==> config.mk <==
export PLATFORM = sky130hd
export DESIGN_NAME = fmm_row_match_scanner
export DESIGN_NICKNAME = d
export VERILOG_FILES = /design/src/rtl/fmm_row_match_scanner.sv
export SDC_FILE = /design/constraint.sdc
export NUM_CORES = 1
export LEC_CHECK = 0
export CORE_MARGIN = 3
export CORE_UTILIZATION = 41
export DETAILED_ROUTE_END_ITERATION = 7
export PLACE_DENSITY_LB_ADDON = 0.05
export SLEW_MARGIN = 15
export SYNTH_ARGS = -nofsm -noshare
export SYNTH_HDL_FRONTEND = slang
export SYNTH_SLANG_ARGS = --single-unit
export TNS_END_PERCENT = 5
==> constraint.sdc <==
create_clock -name ap_clk -period 4.7 [get_ports ap_clk]
set_input_delay 0.94 -clock ap_clk [delete_from_list [all_inputs] [get_ports ap_clk]]
set_output_delay 0.94 -clock ap_clk [all_outputs]
set_load 0.02 [all_outputs]
==> src/rtl/fmm_row_match_scanner.sv <==
// Row-scan engine: walks one column of a row-major matrix in RAM and reports the
// first matching row, the last matching row, or the match count.
module fmm_row_match_scanner #(
  parameter int unsigned DATA_W     = 32,
  parameter int unsigned ADDR_W     = 17,
  parameter int unsigned ROW_STRIDE = 320,
  parameter int unsigned MEM_LAT    = 1,
  parameter int unsigned CNT_W      = 32
) (
  input  logic              ap_clk,
  input  logic              ap_rst_n,
  input  logic              ap_start,
  output logic              ap_done,
  output logic              ap_idle,
  output logic              ap_ready,
  input  logic [1:0]        mode,
  input  logic [30:0]       start_row,
  input  logic [31:0]       num_rows,
  input  logic [ADDR_W-1:0] col_base,
  input  logic [DATA_W-1:0] match_val,
  output logic [ADDR_W-1:0] mem_addr,
  output logic              mem_ce,
  input  logic [DATA_W-1:0] mem_q,
  output logic [31:0]       result_row,
  output logic [CNT_W-1:0]  match_count,
  output logic              result_vld
);

  localparam int unsigned ROW_W = 31;
  localparam int unsigned TAG_W = MEM_LAT * ROW_W;
  localparam logic [ADDR_W-1:0]  STRIDE_A = ADDR_W'(ROW_STRIDE);
  // Tag stages ahead of the head; a tag here means a read is still in flight.
  localparam logic [MEM_LAT-1:0] MID_MASK = ~(MEM_LAT'(1) << (MEM_LAT - 1));

  typedef enum logic [1:0] {
    ST_IDLE = 2'd0,
    ST_SCAN = 2'd1,
    ST_DONE = 2'd2
  } state_t;

  state_t             state, state_d;
  logic [1:0]         mode_q, mode_d;
  logic [31:0]        num_q, num_d;
  logic [DATA_W-1:0]  match_q, match_d;
  logic [ROW_W-1:0]   row_q, row_d;
  logic [ADDR_W-1:0]  addr_q, addr_d;
  logic               mem_ce_d;
  logic [ADDR_W-1:0]  mem_addr_d;
  logic [ROW_W-1:0]   iss_row, iss_row_d;
  logic [MEM_LAT-1:0] tag_vld, tag_vld_d;
  logic [TAG_W-1:0]   tag_rows, tag_rows_d;
  logic [31:0]        result_row_d;
  logic [CNT_W-1:0]   match_count_d;
  logic               done_q, done_d;

  logic [ADDR_W-1:0]  start_addr;
  logic [ROW_W-1:0]   head_row;
  logic               range_empty, can_issue, head_hit, first_mode, in_flight;

  assign start_addr  = col_base + ADDR_W'(start_row) * STRIDE_A;
  assign range_empty = $signed(num_rows) <= $signed({1'b0, start_row});
  assign can_issue   = $signed({1'b0, row_q}) < $signed(num_q);
  assign head_row    = tag_rows[TAG_W-1 -: ROW_W];
  assign head_hit    = tag_vld[MEM_LAT-1] && (mem_q == match_q);
  assign first_mode  = (mode_q == 2'd0) || (mode_q == 2'd3);
  assign in_flight   = mem_ce || (|(tag_vld & MID_MASK));

  assign ap_done    = done_q;
  assign ap_ready   = done_q;
  assign result_vld = done_q;
  assign ap_idle    = (state == ST_IDLE) && !ap_start;

  // Next-state, issue and compare logic
  always_comb begin
    state_d       = state;
    mode_d        = mode_q;
    num_d         = num_q;
    match_d       = match_q;
    row_d         = row_q;
    addr_d        = addr_q;
    mem_ce_d      = 1'b0;
    mem_addr_d    = mem_addr;
    iss_row_d     = iss_row;
    tag_vld_d     = (tag_vld << 1) | MEM_LAT'(mem_ce);
    tag_rows_d    = (tag_rows << ROW_W) | TAG_W'(iss_row);
    result_row_d  = result_row;
    match_count_d = match_count;
    done_d        = 1'b0;

    unique case (state)
      ST_IDLE: begin
        if (ap_start) begin
          mode_d        = mode;
          num_d         = num_rows;
          match_d       = match_val;
          result_row_d  = '1;
          match_count_d = '0;
          if (range_empty) begin
            state_d = ST_DONE;
            done_d  = 1'b1;
          end else begin
            state_d    = ST_SCAN;
            mem_ce_d   = 1'b1;
            mem_addr_d = start_addr;
            iss_row_d  = start_row;
            row_d      = start_row + ROW_W'(1);
            addr_d     = start_addr + STRIDE_A;
          end
        end
      end
      ST_SCAN: begin
        if (head_hit && first_mode) begin
          // Early stop: drop every read still in flight
          result_row_d  = 32'(head_row);
          match_count_d = CNT_W'(1);
          tag_vld_d     = '0;
          state_d       = ST_DONE;
          done_d        = 1'b1;
        end else begin
          if (head_hit) begin
            result_row_d = 32'(head_row);
            if (!(&match_count)) match_count_d = match_count + CNT_W'(1);
          end
          if (can_issue) begin
            mem_ce_d   = 1'b1;
            mem_addr_d = addr_q;
            iss_row_d  = row_q;
            row_d      = row_q + ROW_W'(1);
            addr_d     = addr_q + STRIDE_A;
          end else if (!in_flight) begin
            state_d = ST_DONE;
            done_d  = 1'b1;
          end
        end
      end
      ST_DONE: state_d = ST_IDLE;
      default: state_d = ST_IDLE;
    endcase
  end

  // State and datapath registers
  always_ff @(posedge ap_clk or negedge ap_rst_n) begin
    if (!ap_rst_n) begin
      state       <= ST_IDLE;
      mode_q      <= '0;
      num_q       <= '0;
      match_q     <= '0;
      row_q       <= '0;
      addr_q      <= '0;
      mem_ce      <= 1'b0;
      mem_addr    <= '0;
      iss_row     <= '0;
      tag_vld     <= '0;
      tag_rows    <= '0;
      result_row  <= '1;
      match_count <= '0;
      done_q      <= 1'b0;
    end else begin
      state       <= state_d;
      mode_q      <= mode_d;
      num_q       <= num_d;
      match_q     <= match_d;
      row_q       <= row_d;
      addr_q      <= addr_d;
      mem_ce      <= mem_ce_d;
      mem_addr    <= mem_addr_d;
      iss_row     <= iss_row_d;
      tag_vld     <= tag_vld_d;
      tag_rows    <= tag_rows_d;
      result_row  <= result_row_d;
      match_count <= match_count_d;
      done_q      <= done_d;
    end
  end

endmodule
---- Word-level counts from Yosys, hierarchy flattened ----
Index checks and enable logic that the tools add are counted.
word-level totals
  memories ................................ 0
  word-level logic and storage cells ...... 96
  input port bits ......................... 149
  bits in registers ....................... 262
  bits in latches ......................... 0
  output and inout bits ................... 86
  memory bits (writable) .................. 0
  memory bits (read-only) ................. 0
cells by class
  $lt $le $gt $ge ......................... 2
  $mul .................................... 1
  shift-type cells ........................ 0
  eq/ne operators ......................... 11
  $add $sub $neg .......................... 6
  multiplexer cells ....................... 48
  divide/modulo/power cells ............... 0
  bitwise operators ....................... 0
  reductions and logical operators ........ 14
operators with widths
  kind                     number
  $mux W31                 8
  $mux W32                 7
  $mux W17                 8
  $pmux W32 S2             2
  $pmux W31 S2             2
  $pmux W17 S2             2
  $add A31 B1 Y31 const B  2
  $add A17 B9 Y17 const B  2
  $add A32 B1 Y32 const B  1
  $eq A32 B32 Y1           1
  $le A32 B32 Y1           1
  $lt A32 B32 Y1           1
  $reduce_and A32 Y1       1
  $add A17 B17 Y17         1
  $mul A17 B3 Y11 const B  1
  $ne A3 B3 Y1 const B     4
  $mux W1                  11
  $mux W2                  5
  $ne A2 B2 Y1 const B     4
  $reduce_and A3 Y1        2
  $reduce_and A5 Y1        1
  $logic_not A2 Y1         2
  $pmux W1 S2              2
  $pmux W2 S2              1
  other kinds (8)          10

---- Longest topological paths before layout ----
Gate-level depths: netlist of run 1.
  word-level depth ........................ 6
  mapped depth ............................ 19
  gate-level depth less buffers ........... 16

---- Worst setup path before layout of run 1 ----
Ideal clock, no wire load.
  path type ............................... reg-to-reg
  start point ............................. reg state[1]
  end point ............................... reg row_q[30]
  data arrival time ....................... 4.024 ns
  setup slack ............................. 0.582 ns
  setup time .............................. 0.094 ns
  cell stages (with the launch flop) ...... 20
  buffers on the path ..................... 8
  required time ........................... 4.606 ns
  clock period less this slack ............ 4.118 ns
  cell sequence ........................... dfrtp_1 nor2b_1 buf_4 buf_2 clkbuf_1 buf_2 buf_2 buf_1 clkbuf_1 nand2_1 nand2_1 ha_1 nor4b_4 nand4_1 or2_2 clkbuf_1 nor3_1 nand2b_1 a21oi_1 a211oi_1
between the ends
  longest elaborated chain between the ends .. 3
  elaborated cells between the ends (all ways) .. 9
  classes of those cells .................. eq/ne (5); mux (1); reduce/logical (3)
ends and longest elaborated chain
  item                                                                 line  RTL
  start, declared                                                      41    state_t state, state_d;
  start signal, assigned                                               159   state <= state_d;
  $eq A2 B1 Y1 or $logic_not A2 Y1 (tied branches)                     90    unique case (state)
  $ne A2 B2 Y1 (no source line) or $reduce_bool A2 Y1 (tied branches)  --
  $reduce_and A5 Y1 (no source line)                                   --
  end signal, assigned                                                 163   row_q <= row_d;
  end, declared                                                        45    logic [ROW_W-1:0] row_q, row_d;
Parallel ways exist; a longest one is shown, timed or not.
A chain may end at the register's enable or synchronous reset.

---- Worst setup path in the final report of run 1 ----
  start point ............................. in start_row[2]
  end point ............................... reg addr_q[16]
between the ends
  longest elaborated chain between the ends .. 6
  elaborated cells between the ends (all ways) .. 9
  classes of those cells .................. add/sub (2); mul (1); order compare (1); eq/ne (1); mux (3); reduce/logical (1)
ends and longest elaborated chain
  item                  line  RTL
  start, declared       17    input logic [30:0] start_row,
  $mul A17 B3 Y11       60    assign start_addr = col_base + ADDR_W'(start_row) * STRIDE_A;
  $add A17 B17 Y17      60
  $add A17 B9 Y17       107   addr_d = start_addr + STRIDE_A;
  $mux W17              98    if (range_empty) begin
  $mux W17              92    if (ap_start) begin
  $pmux W17 S2          90
  end signal, assigned  164   addr_q <= addr_d;
  end, declared         46    logic [ADDR_W-1:0] addr_q, addr_d;
Parallel ways exist; a longest one is shown, timed or not. The select of a mux whose other input is x is not followed.

==> impl_metrics.toml, run 1 <==
[detailed_routing]
post_drt_wl_per_cell_um = 17.2
drcViolationCount = 0
drtIter0Drc = 644
finalWirelength_um = 39500
detail-route-antenna-nets = 0
vias_after_detailed_routing = 12000
via_per_inst = 5.25
drtPass1Iterations = 7

[clock_network]
cts.path.max_buffers = 3
clock_sink_count = 262
tritoncts = "yes"
postCtsHoldBufs = 0
clock_latency_ps = 560
postCtsSetupBuffers = 0
tritoncts.num_buffers = 30
cts.root.buffer_cell = "sky130_fd_sc_hd__clkbuf_16"
cts_repair_resize_count = 0
worst_setup_hold_path_clk_slew_ps = 60
h-tree-depth = 1

[setup_path]
cp_data_arrival_time_ps = 4590
startpoint = "start_row[2]"
timing.reg2reg.setup_slack_ps = 910
critical_path.reg2reg.endpoint = "row_q[30]"
setup_cp_type = "in -> reg"
critPathRequiredTime_ps = 5170
critPathCaptureType = "flop"
crit_path_start_kind = "input pin"
critical_path.max_stage_delay_ps = 530
critical_path_fanouts_max = 5
path_cells = "clkdlybuf4s50_1 -> ha_1 -> ha_1 -> a21oi_1 -> inv_1 -> a21oi_1 -> xnor2_1 -> ha_1 -> inv_1 -> o21bai_1 -> a31oi_1 -> xnor2_1 -> mux2i_1 -> nor4_1 -> nand3_1 -> xor2_1 -> o21ai_0"
crit_top_cell = "sky130_fd_sc_hd__ha_1"
worst-r2r-cell-count = 11
timing.critical_path.slowest_stage_cell = "sky130_fd_sc_hd__clkdlybuf4s50_1"
timing.rr.start = "state[1]"

[logic_synthesis]
netlist_top_cells_area = "sky130_fd_sc_hd__dfrtp_1 (41%), sky130_fd_sc_hd__ha_1 (7.8%), sky130_fd_sc_hd__nand2_1 (6.5%)"
synth-async-reset-ratio = 1.00
synth_top_cell_by_area = "sky130_fd_sc_hd__dfrtp_1"
number_of_unique_standard_cell_types_used_by_synthesis = 66
syn_area_mm2 = 0.0142
yosysWarningCount = 0
syn_nets = 1830
yosysSeqAreaShare = 0.464
yosys_register_bits = 262
synthCells = 1590
synth-edff-count = 0
yosysTopAreaCellShare = 0.405
synth_ff_type = "sky130_fd_sc_hd__dfrtp_1"
avg_synthesized_cell_area_um2 = 8.94

[cells_and_area]
multi_input_area_mm2 = 0.00702
layout-area-overhead-vs-synth_pct = 28.2
layout.filler_cells = 3212
fin_util = 0.538
final_cell_area_mm2 = 0.0182
drive_gt1_frac = 0.0803
register_area_mm2 = 0.00660
num-nets-final = 2059

[die]
fp.coreArea_mm2 = 0.0339
die_height_um = 192
die_width_um = 192
total_number_of_placement_rows = 67
design.die.area_mm2 = 0.0369
start_util = 0.420
design.portCount = 235

[timing]
worst_pin_slew_ps = 874
timing.final.crit_share = 0.876
max_slew_headroom = 0.401
layout_min_cycle_time_ps = 4120
finClkSkew_ps = 12.4
timing.final.setup_violations = 0
final_hold_violation_count = 0
grt_setup_unrepaired = "no"
maximum_clock_frequency_mhz = 243
final_max_slew_viol_count = 0

[global_routing]
groute.usage.overall = 0.214
vias_in_the_first_global_route = 12000
grt_pass1_wl_um = 64000
aggregate_global_routing_overflow = 0
number_of_antenna_violations_at_the_first_check_in_global_routing = 2
largest_net_degree_at_the_start_of_global_routing = 107

[placement]
placed_area_mm2 = 0.0171
placer_congestion_estimate = 0.829
port-buffer-count = 234
hpwl_um = 28800

[power]
power_leakage_nw = 7.91
total_power_mw = 10.5
power_density_mw_per_mm2 = 574
peakVddDrop_v = 0.000384

[hold_path]
hold_start = "iss_row[9]"
min_path_type = "reg -> reg"
timing.hold.worst_path_depth = 0
holdPathEnd = "head_row[9]"

[flow_run]
max-cap-violations = 0

[run_status]
outcome = "complete, no violations"
[metal layers]
layer	wire, µm	track usage	up-vias
li1	-	-	5948
met1	18400	0.300	5752
met2	18500	0.357	281
met3	1880	0.0297	54
met4	763	0.0415	0
met5	0	0	-
[sequential cells by signal (all words and copies together) (netlist names)]
register	flops
row_q	31
ap_done	1
result_row	32
num_q	32
iss_row	31
head_row	31
mode_q	2
match_count	32
mem_ce	1
addr_q	17
tag_vld	1
state	2
match_q	32
mem_addr	17
[cell usage in the layout, fill, tap and decap left out, types with 5 or more instances in the layout]
master / Yosys / layout
sky130_fd_sc_hd__nand2_1: 247 / 246
sky130_fd_sc_hd__clkdlybuf4s50_1: 0 / 233
sky130_fd_sc_hd__dfrtp_1: 230 / 230
sky130_fd_sc_hd__nor2_1: 180 / 180
sky130_fd_sc_hd__a21oi_1: 156 / 156
sky130_fd_sc_hd__o21ai_0: 112 / 112
sky130_fd_sc_hd__ha_1: 89 / 89
sky130_fd_sc_hd__inv_1: 74 / 74
sky130_fd_sc_hd__xnor2_1: 52 / 52
sky130_fd_sc_hd__nor3_1: 51 / 51
sky130_fd_sc_hd__dfstp_2: 32 / 32
sky130_fd_sc_hd__clkbuf_16: 0 / 31
sky130_fd_sc_hd__buf_4: 7 / 31
sky130_fd_sc_hd__a211oi_1: 30 / 30
sky130_fd_sc_hd__xor2_1: 26 / 26
sky130_fd_sc_hd__nand3_1: 26 / 26
sky130_fd_sc_hd__nand4_1: 25 / 25
sky130_fd_sc_hd__nand2b_1: 19 / 18
sky130_fd_sc_hd__mux2i_1: 15 / 15
sky130_fd_sc_hd__a31oi_1: 14 / 14
sky130_fd_sc_hd__and3_1: 12 / 12
sky130_fd_sc_hd__a21o_1: 10 / 10
sky130_fd_sc_hd__or3_1: 10 / 10
sky130_fd_sc_hd__o211ai_1: 8 / 8
sky130_fd_sc_hd__clkinv_2: 0 / 8
sky130_fd_sc_hd__nor2b_1: 8 / 7
sky130_fd_sc_hd__nor3b_1: 7 / 7
sky130_fd_sc_hd__o31ai_1: 7 / 7
sky130_fd_sc_hd__mux2_2: 6 / 6
sky130_fd_sc_hd__o21bai_1: 5 / 5
sky130_fd_sc_hd__and4b_1: 5 / 5
sky130_fd_sc_hd__clkbuf_8: 0 / 5
sky130_fd_sc_hd__bufinv_16: 0 / 5
[synth_stat cells (3+ instances only)]
cell / count
sky130_fd_sc_hd__nand2_1: 247
sky130_fd_sc_hd__dfrtp_1: 230
sky130_fd_sc_hd__nor2_1: 180
sky130_fd_sc_hd__a21oi_1: 156
sky130_fd_sc_hd__o21ai_0: 112
sky130_fd_sc_hd__ha_1: 89
sky130_fd_sc_hd__inv_1: 74
sky130_fd_sc_hd__xnor2_1: 52
sky130_fd_sc_hd__nor3_1: 51
sky130_fd_sc_hd__clkbuf_1: 39
sky130_fd_sc_hd__dfstp_2: 32
sky130_fd_sc_hd__a211oi_1: 30
sky130_fd_sc_hd__nand3_1: 26
sky130_fd_sc_hd__xor2_1: 26
sky130_fd_sc_hd__nand4_1: 25
sky130_fd_sc_hd__nand2b_1: 19
sky130_fd_sc_hd__buf_2: 17
sky130_fd_sc_hd__mux2i_1: 15
sky130_fd_sc_hd__a31oi_1: 14
sky130_fd_sc_hd__and3_1: 12
sky130_fd_sc_hd__a21o_1: 10
sky130_fd_sc_hd__or3_1: 10
sky130_fd_sc_hd__nor2b_1: 8
sky130_fd_sc_hd__o211ai_1: 8
sky130_fd_sc_hd__buf_1: 7
sky130_fd_sc_hd__buf_4: 7
sky130_fd_sc_hd__nor3b_1: 7
sky130_fd_sc_hd__o31ai_1: 7
sky130_fd_sc_hd__and2_1: 6
sky130_fd_sc_hd__mux2_2: 6
sky130_fd_sc_hd__and4b_1: 5
sky130_fd_sc_hd__o21bai_1: 5
sky130_fd_sc_hd__and4_1: 4
sky130_fd_sc_hd__nand4b_1: 4
sky130_fd_sc_hd__or2_2: 4
sky130_fd_sc_hd__a2111oi_0: 3
sky130_fd_sc_hd__nor4_1: 3
sky130_fd_sc_hd__or4_1: 3
[through the flow]
| step | hold slack (ps) | setup TNS (ps) | setup WS (ps) | std cells |
|---|---|---|---|---|
| 5_1_grt | 386 | 0 | 249 | 2293 |
| 6_report | 370 | 0 | 583 | 2293 |
| 3_3_place_gp | 360 | 0 | 119 | 2235 |
| 2_1_floorplan | 347 | 0 | 582 | 1590 |
| 4_1_cts | 369 | 0 | 586 | 2291 |
| 3_5_place_dp | 359 | -2.09 | -2.09 | 2235 |
[power by group]
group	leakage [nW]	internal (mW)	switching, mW
Clock	0.544	1.56	0.981
Sequential	3.11	3.23	0.584
Combinational	4.26	1.71	2.38
Total	7.91	6.51	3.95
[logic make-up after synthesis]
logic type	Yosys count	share of synthesized area
simple gates	624	0.200
flops	262	0.464
mux	22	0.0161
fa+ha+maj	91	0.0812
compound gates	366	0.147
buf+inv	147	0.0432
xor+xnor	78	0.0481
[critical path: cells and delay by family]
kind | cells | cell delay, ps
adder cells (fa/ha/maj) | 3 | 1000
multiplexers | 1 | 110
XOR/XNOR | 3 | 470
AND/OR/NAND/NOR | 2 | 570
AO/OA/AOI/OAI | 5 | 840
buffers and inverters | 3 | 660
[final cells by class]
| class | count | share of cell area |
|---|---|---|
| clock buffers | 36 | 0.0464 |
| flip-flops and latches | 262 | 0.362 |
| diodes | 2 | 0.000275 |
| clock inverters | 20 | 0.0140 |
| inverters | 75 | 0.0155 |
| well taps | 448 | 0.0308 |
| multi-input cells | 1181 | 0.385 |
| repair buffers | 269 | 0.146 |
[how the worst max path moves through the flow]
stage                            end  slack [ps]  cells past startpoint
after detailed placement  addr_q[16]          -2                     17
after global placement    addr_q[16]         120                     15
after global routing      addr_q[16]         250                     17
after floorplan            row_q[30]         580                     19
final                     addr_q[16]         580                     17
after CTS                 addr_q[16]         590                     17
Power figures use the tool's default switching activity.
==> run 2, diff against run 1 <==
--- a/config.mk
+++ b/config.mk
@@ -5,9 +5,11 @@
 export SDC_FILE = /design/constraint.sdc
 export NUM_CORES = 1
 export LEC_CHECK = 0
+export ABC_AREA = 1
 export CORE_MARGIN = 3
 export CORE_UTILIZATION = 41
 export DETAILED_ROUTE_END_ITERATION = 7
+export GPL_TIMING_DRIVEN = 0
 export PLACE_DENSITY_LB_ADDON = 0.05
 export SLEW_MARGIN = 15
 export SYNTH_ARGS = -nofsm -noshare
==> constraint.sdc (replaced) <==
create_clock -name ap_clk -period 3.7 [get_ports ap_clk]
set_input_delay 0.74 -clock ap_clk [delete_from_list [all_inputs] [get_ports ap_clk]]
set_output_delay 0.74 -clock ap_clk [all_outputs]
set_load 0.02 [all_outputs]
==> run 2 against run 1 <==
Synthesized area is 15% higher; register-to-register slack worse by 30 ps; final cell count is 33% higher; clock skew is 1.9 ps higher; routed wire length is 31% higher.
==> impl_metrics.toml, run 2 <==
[global_routing]
vias_in_the_first_global_route = 15400
groute.usage.overall = 0.244
grt_pass1_wl_um = 81700
largest_net_degree_at_the_start_of_global_routing = 102
aggregate_global_routing_overflow = 0
number_of_antenna_violations_at_the_first_check_in_global_routing = 0

[placement]
placer_congestion_estimate = 0.902
port-buffer-count = 234
hpwl_um = 40600
placed_cells_incl_taps = 2979

[cells_and_area]
layout.cells.most_common = "sky130_fd_sc_hd__nand2_1"
layout.filler_cells = 3872
final_cell_mix = "sky130_fd_sc_hd__nand2_1 (730), sky130_fd_sc_hd__inv_1 (262), sky130_fd_sc_hd__dfrtp_1 (230)"
antennaDiodeCount = 0
final-instance-count-excl-fill = 3040
num-nets-final = 2737
multi_input_area_mm2 = 0.00826
register_area_mm2 = 0.00660
layout-area-overhead-vs-synth_pct = 26.3
drive_gt1_frac = 0.0884

[setup_path]
critical_path_fanouts_max = 10
worst-r2r-cell-count = 13
critPathCaptureType = "flop"
cp_data_arrival_time_ps = 4010
critPathRequiredTime_ps = 4210
crit_path_start_kind = "input pin"
timing.reg2reg.setup_slack_ps = 880
critical_path.reg2reg.endpoint = "addr_q[12]"
setup_cp_type = "in -> reg"
timing.rr.start = "row_q[5]"

[logic_synthesis]
synth-edff-count = 0
yosys_register_bits = 262
number_of_unique_standard_cell_types_used_by_synthesis = 46
synth_ff_type = "sky130_fd_sc_hd__dfrtp_1"
synth_commonest_cells = "sky130_fd_sc_hd__nand2_1 (732), sky130_fd_sc_hd__inv_1 (262), sky130_fd_sc_hd__dfrtp_1 (230)"
synth-async-reset-ratio = 1.00
avg_synthesized_cell_area_um2 = 7.32
synth_top_cell_by_area = "sky130_fd_sc_hd__dfrtp_1"
synthMostInstantiatedCell = "sky130_fd_sc_hd__nand2_1"
yosysSeqAreaShare = 0.405
synthCells = 2225
syn_area_mm2 = 0.0163
yosysTopAreaCellShare = 0.353
yosysWarningCount = 0
syn_nets = 2465
netlist_top_cells_area = "sky130_fd_sc_hd__dfrtp_1 (35%), sky130_fd_sc_hd__nand2_1 (17%), sky130_fd_sc_hd__ha_1 (6.8%)"

[clock_network]
cts.path.max_buffers = 3
cts.root.buffer_cell = "sky130_fd_sc_hd__clkbuf_16"
clock_latency_ps = 590
worst_setup_hold_path_clk_slew_ps = 60
tritoncts.num_buffers = 31
h-tree-depth = 1
clock_sink_count = 262
tritoncts = "yes"

[detailed_routing]
finalWirelength_um = 51800
vias_after_detailed_routing = 15100
via_per_inst = 4.96
drtIter0Drc = 914
post_drt_wl_per_cell_um = 17.0
detail-route-antenna-nets = 0
drcViolationCount = 0
drtPass1Iterations = 6

[hold_path]
min_path_type = "in -> async"

[power]
power_density_mw_per_mm2 = 691
seqPwrFrac = 0.338
p_sw_frac = 0.405
total_power_mw = 14.2
clock_power_share = 0.234
power_report.internal_total_mw = 8.46
comb_power_share = 0.428
power_switching_mw = 5.77
peakVddDrop_v = 0.000406
power_leakage_nw = 10.3

[die]
fp.coreArea_mm2 = 0.0389
design.die.area_mm2 = 0.0422
total_number_of_placement_rows = 72
start_util = 0.419
die_height_um = 205
die_width_um = 205
design.portCount = 235

[timing]
max_slew_headroom = 0.552
finClkSkew_ps = 14.3
final_hold_violation_count = 0
timing.final.crit_share = 0.946
final_max_slew_viol_count = 0
timing.final.setup_violations = 0
maximum_clock_frequency_mhz = 286
worst_pin_slew_ps = 672
grt_setup_unrepaired = "yes"
layout_min_cycle_time_ps = 3500

[flow_run]
max-cap-violations = 0

[run_status]
outcome = "complete, no violations"
-- run 2: changes by cell type after synthesis, sizes merged, moves of 29 or more --
cell    before  now
a211oi      30    0
a21oi      157   72
inv         75  271
nand2      247  744
nand3       26  157
nand4       25   69
nor2       180  218
xnor2       52   23
-- run 2: layout make-up --
type                            instances  share of cell area
Inverter                              273              0.0505
Clock buffer                           47              0.0450
Timing Repair Buffer                  239               0.118
Sequential cell                       262               0.321
Multi-Input combinational cell       1606               0.402
Tap cell                              518              0.0315
Clock inverter                         11             0.00967
Buffer                                 84              0.0233
-- run 2: cell families (layout without fill, tap and decap cells) --
family | count (synthesis) | after routing | synth area share
AO/OA/AOI/OAI | 188 | 188 | 0.0640
XOR/XNOR | 70 | 70 | 0.0376
adder cells (fa/ha/maj) | 91 | 91 | 0.0708
buffers and inverters | 357 | 654 | 0.0931
flip-flops | 262 | 262 | 0.405
AND/OR/NAND/NOR | 1257 | 1257 | 0.330
-- run 2: what timing repair did --
action                     in CTS  in global routing
buffers inserted                1                  2
setup endpoints to repair       3                 13
pin swaps                       1                  5
gates resized for setup         5                 19
hold buffers                    0                  0
gates cloned                    0                  0
-- run 2: layer usage --
| layer | vias to the layer above | part of all wire | GRT usage |
|---|---|---|---|
| met4 | 0 | 0.018 | 0.0522 |
| met1 | 7113 | 0.45 | 0.319 |
| met5 | - | 0 | 0 |
| met3 | 56 | 0.049 | 0.0362 |
| li1 | 7588 | - | - |
| met2 | 334 | 0.49 | 0.431 |
-- run 2: stage by stage --
| stage | cell area, µm² | utilization | worst slack (ps) | hold slack (ps) | setup TNS [ps] |
|---|---|---|---|---|---|
| global route | 20600 | 0.529 | -51.1 | 121 | -105 |
| global placement | 19300 | 0.495 | -9730 | 368 | -2446410 |
| finish | 20600 | 0.529 | 202 | 82.2 | 0 |
| detailed placement | 19300 | 0.497 | -835 | 365 | -24060 |
| CTS | 20500 | 0.526 | 11.0 | 93.0 | 0 |
| floorplan | 16300 | - | 335 | 354 | 0 |
-- run 2: worst max-delay path by stage --
| stage | end | depth (start not counted) | start | slack, ps |
|---|---|---|---|---|
| 5_1_grt | addr_q[16] | 22 | start_row[5] | -50 |
| 3_5_place_dp | addr_q[16] | 25 | start_row[1] | -840 |
| 4_1_cts | addr_q[16] | 23 | start_row[3] | 10 |
| 3_3_place_gp | mem_addr[2] | 1 | ap_rst_n | -9730 |
| 2_1_floorplan | addr_q[16] | 22 | start_row[1] | 340 |
| 6_report | addr_q[12] | 13 | start_row[30] | 200 |
-- run 2: critical path, stage by stage --
cell	delay (ps)
sky130_fd_sc_hd__clkdlybuf4s50_1	460
sky130_fd_sc_hd__inv_1	140
sky130_fd_sc_hd__ha_1	340
sky130_fd_sc_hd__nand2_1	70
sky130_fd_sc_hd__nor3_1	510
sky130_fd_sc_hd__and3_1	280
sky130_fd_sc_hd__nand2_1	70
sky130_fd_sc_hd__nand2_1	160
sky130_fd_sc_hd__nand4_2	240
sky130_fd_sc_hd__o21ai_2	310
sky130_fd_sc_hd__clkbuf_1	470
sky130_fd_sc_hd__nand2_1	130
sky130_fd_sc_hd__nand2_1	80
-- run 2: power by group through the flow --
stage / clock [mW] / combinational (mW) / sequential [mW]
2_1_floorplan: 0 / 3.73 / 4.94
3_3_place_gp: 0 / 5.94 / 4.85
3_5_place_dp: 0 / 6.03 / 4.87
4_1_cts: 3.42 / 6.10 / 4.82
5_1_grt: 3.53 / 6.90 / 4.95
6_report: 3.33 / 6.10 / 4.81
==> run 3, diff against run 2 <==
--- a/config.mk
+++ b/config.mk
@@ -11,6 +11,7 @@
 export DETAILED_ROUTE_END_ITERATION = 7
 export GPL_TIMING_DRIVEN = 0
 export PLACE_DENSITY_LB_ADDON = 0.05
+export SKIP_CTS_REPAIR_TIMING = 1
 export SLEW_MARGIN = 15
 export SYNTH_ARGS = -nofsm -noshare
 export SYNTH_HDL_FRONTEND = slang
==> run 3 against run 2 <==
Register-to-register slack got worse by 20 ps; combinational power about the same; worst setup slack worse by 17 ps; largest power group unchanged; total power about the same; non-clock buffer count shrank 1; sequential share of layout area about the same.
==> impl_metrics.toml, run 3 (synthesis gave the netlist of run 2 again) <==
[run_status]
outcome = "complete, no violations"

[clock_network]
worst_setup_hold_path_clk_slew_ps = 60
h-tree-depth = 1
tritoncts = "yes"
tritoncts.num_buffers = 31
cts.path.max_buffers = 3
clock_latency_ps = 590
clock_sink_count = 262
cts.root.buffer_cell = "sky130_fd_sc_hd__clkbuf_16"

[setup_path]
critical_path.reg2reg.endpoint = "addr_q[7]"
cpLargestDelayFamily = "simple AND/OR/NAND/NOR gates"
critPathRequiredTime_ps = 4210
path_cells = "clkdlybuf4s50_1 -> inv_1 -> ha_1 -> nand2_1 -> nor3_1 -> and3_1 -> nand2_1 -> nand2_1 -> nand4_2 -> o21ai_2 -> clkbuf_1 -> nand2_1 -> nand2_1"
crit_path_start_kind = "input pin"
critPathCaptureType = "flop"
cp_data_arrival_time_ps = 4030
critical_path_fanouts_max = 10
timing.critical_path.slowest_stage_cell = "sky130_fd_sc_hd__nor3_1"
crit_top_cell = "sky130_fd_sc_hd__nand2_1"
crit_buf_inv = 3
critical_path.max_stage_delay_ps = 510
timing.reg2reg.setup_slack_ps = 860
worst-r2r-cell-count = 13
setup_cp_type = "in -> reg"
timing.rr.start = "row_q[5]"

[power]
clock_power_share = 0.234
comb_power_share = 0.428
power_density_mw_per_mm2 = 691
total_power_mw = 14.2
p_sw_frac = 0.405
power_report.internal_total_mw = 8.46
peakVddDrop_v = 0.000408
power_leakage_nw = 10.4
power_switching_mw = 5.76
seqPwrFrac = 0.338

[cells_and_area]
layout.cells.most_common = "sky130_fd_sc_hd__nand2_1"
layout-area-overhead-vs-synth_pct = 26.2
num-nets-final = 2736
multi_input_area_mm2 = 0.00825
layout.filler_cells = 3875
final-instance-count-excl-fill = 3039
final_cell_area_mm2 = 0.0206
drive_gt1_frac = 0.0873
register_area_mm2 = 0.00660
final_cell_mix = "sky130_fd_sc_hd__nand2_1 (730), sky130_fd_sc_hd__inv_1 (262), sky130_fd_sc_hd__dfrtp_1 (230)"
antennaDiodeCount = 0

[placement]
placed_cells_incl_taps = 2979
hpwl_um = 40600
port-buffer-count = 234
placer_congestion_estimate = 0.902
placed_area_mm2 = 0.0193

[timing]
max_slew_headroom = 0.554
final_max_slew_viol_count = 0
worst_pin_slew_ps = 670
timing.final.setup_violations = 0
grt_setup_unrepaired = "yes"
timing.final.crit_share = 0.950
final_hold_violation_count = 0
maximum_clock_frequency_mhz = 284
worst_hold_slack_ps = 85.0
layout_min_cycle_time_ps = 3510
fin_setup_tns_ps = 0
finClkSkew_ps = 17.5

[die]
die_height_um = 205
total_number_of_placement_rows = 72
die_width_um = 205
design.portCount = 235
design.die.area_mm2 = 0.0422
start_util = 0.419
fp.coreArea_mm2 = 0.0389

[global_routing]
aggregate_global_routing_overflow = 0
vias_in_the_first_global_route = 15300
number_of_antenna_violations_at_the_first_check_in_global_routing = 0
largest_net_degree_at_the_start_of_global_routing = 102
grt_pass1_wl_um = 81700
groute.usage.overall = 0.244

[detailed_routing]
finalWirelength_um = 51800
post_drt_wl_per_cell_um = 17.0
vias_after_detailed_routing = 15100
drtIter0Drc = 888
drcViolationCount = 0
detail-route-antenna-nets = 0
drtPass1Iterations = 5
via_per_inst = 4.96

[hold_path]
min_path_type = "in -> async"

[flow_run]
max-cap-violations = 0
run 3: cell count changes in the layout (fill, tap and decap cells not counted):
cell                              previous run  this run
sky130_fd_sc_hd__dlymetal6s2s_1              4         6
sky130_fd_sc_hd__a21oi_1                    68        69
sky130_fd_sc_hd__a21oi_2                     4         3
sky130_fd_sc_hd__buf_4                       9         8
sky130_fd_sc_hd__clkdlybuf4s50_1           227       226
sky130_fd_sc_hd__dlygate4sd2_1               1         0
sky130_fd_sc_hd__ha_1                       85        86
sky130_fd_sc_hd__ha_4                        4         3
run 3: routing by layer:
layer | GRT usage | up-vias | wire length (µm)
met5 | 0 | - | 0
met4 | 0.0522 | 0 | 969
met3 | 0.0362 | 60 | 2300
met2 | 0.431 | 310 | 25300
met1 | 0.318 | 7108 | 23200
li1 | - | 7587 | -
run 3: worst max-delay path by stage:
stage                             start     endpoint  slack, ps  depth (start not counted)
final                     start_row[30]    addr_q[7]        190                         13
after global routing      start_row[30]   addr_q[12]        -30                         13
after CTS                  start_row[1]   addr_q[16]       -220                         25
after detailed placement   start_row[1]   addr_q[16]       -840                         25
after global placement         ap_rst_n  mem_addr[2]      -9730                          1
after floorplan            start_row[1]   addr_q[16]        340                         22
run 3: power by group through the flow:
stage / clock network, mW / logic [mW] / registers (mW)
2_1_floorplan: 0 / 3.73 / 4.94
3_3_place_gp: 0 / 5.94 / 4.85
3_5_place_dp: 0 / 6.03 / 4.87
4_1_cts: 3.42 / 6.09 / 4.82
5_1_grt: 3.53 / 6.89 / 4.95
6_report: 3.33 / 6.08 / 4.81
run 3: metrics by stage:
stage,utilization,setup slack [ps]
6_report,0.528,185
5_1_grt,0.528,-25.2
4_1_cts,0.526,-220
3_5_place_dp,0.497,-835
3_3_place_gp,0.495,-9730
2_1_floorplan,-,335
run 3: final cells by class:
cell class	instances	area share
Buffer	84	0.0234
Clock buffer	47	0.0450
Clock inverter	11	0.00967
Inverter	273	0.0505
Multi-Input combinational cell	1606	0.401
Sequential cell	262	0.321
Tap cell	518	0.0315
Timing Repair Buffer	238	0.118
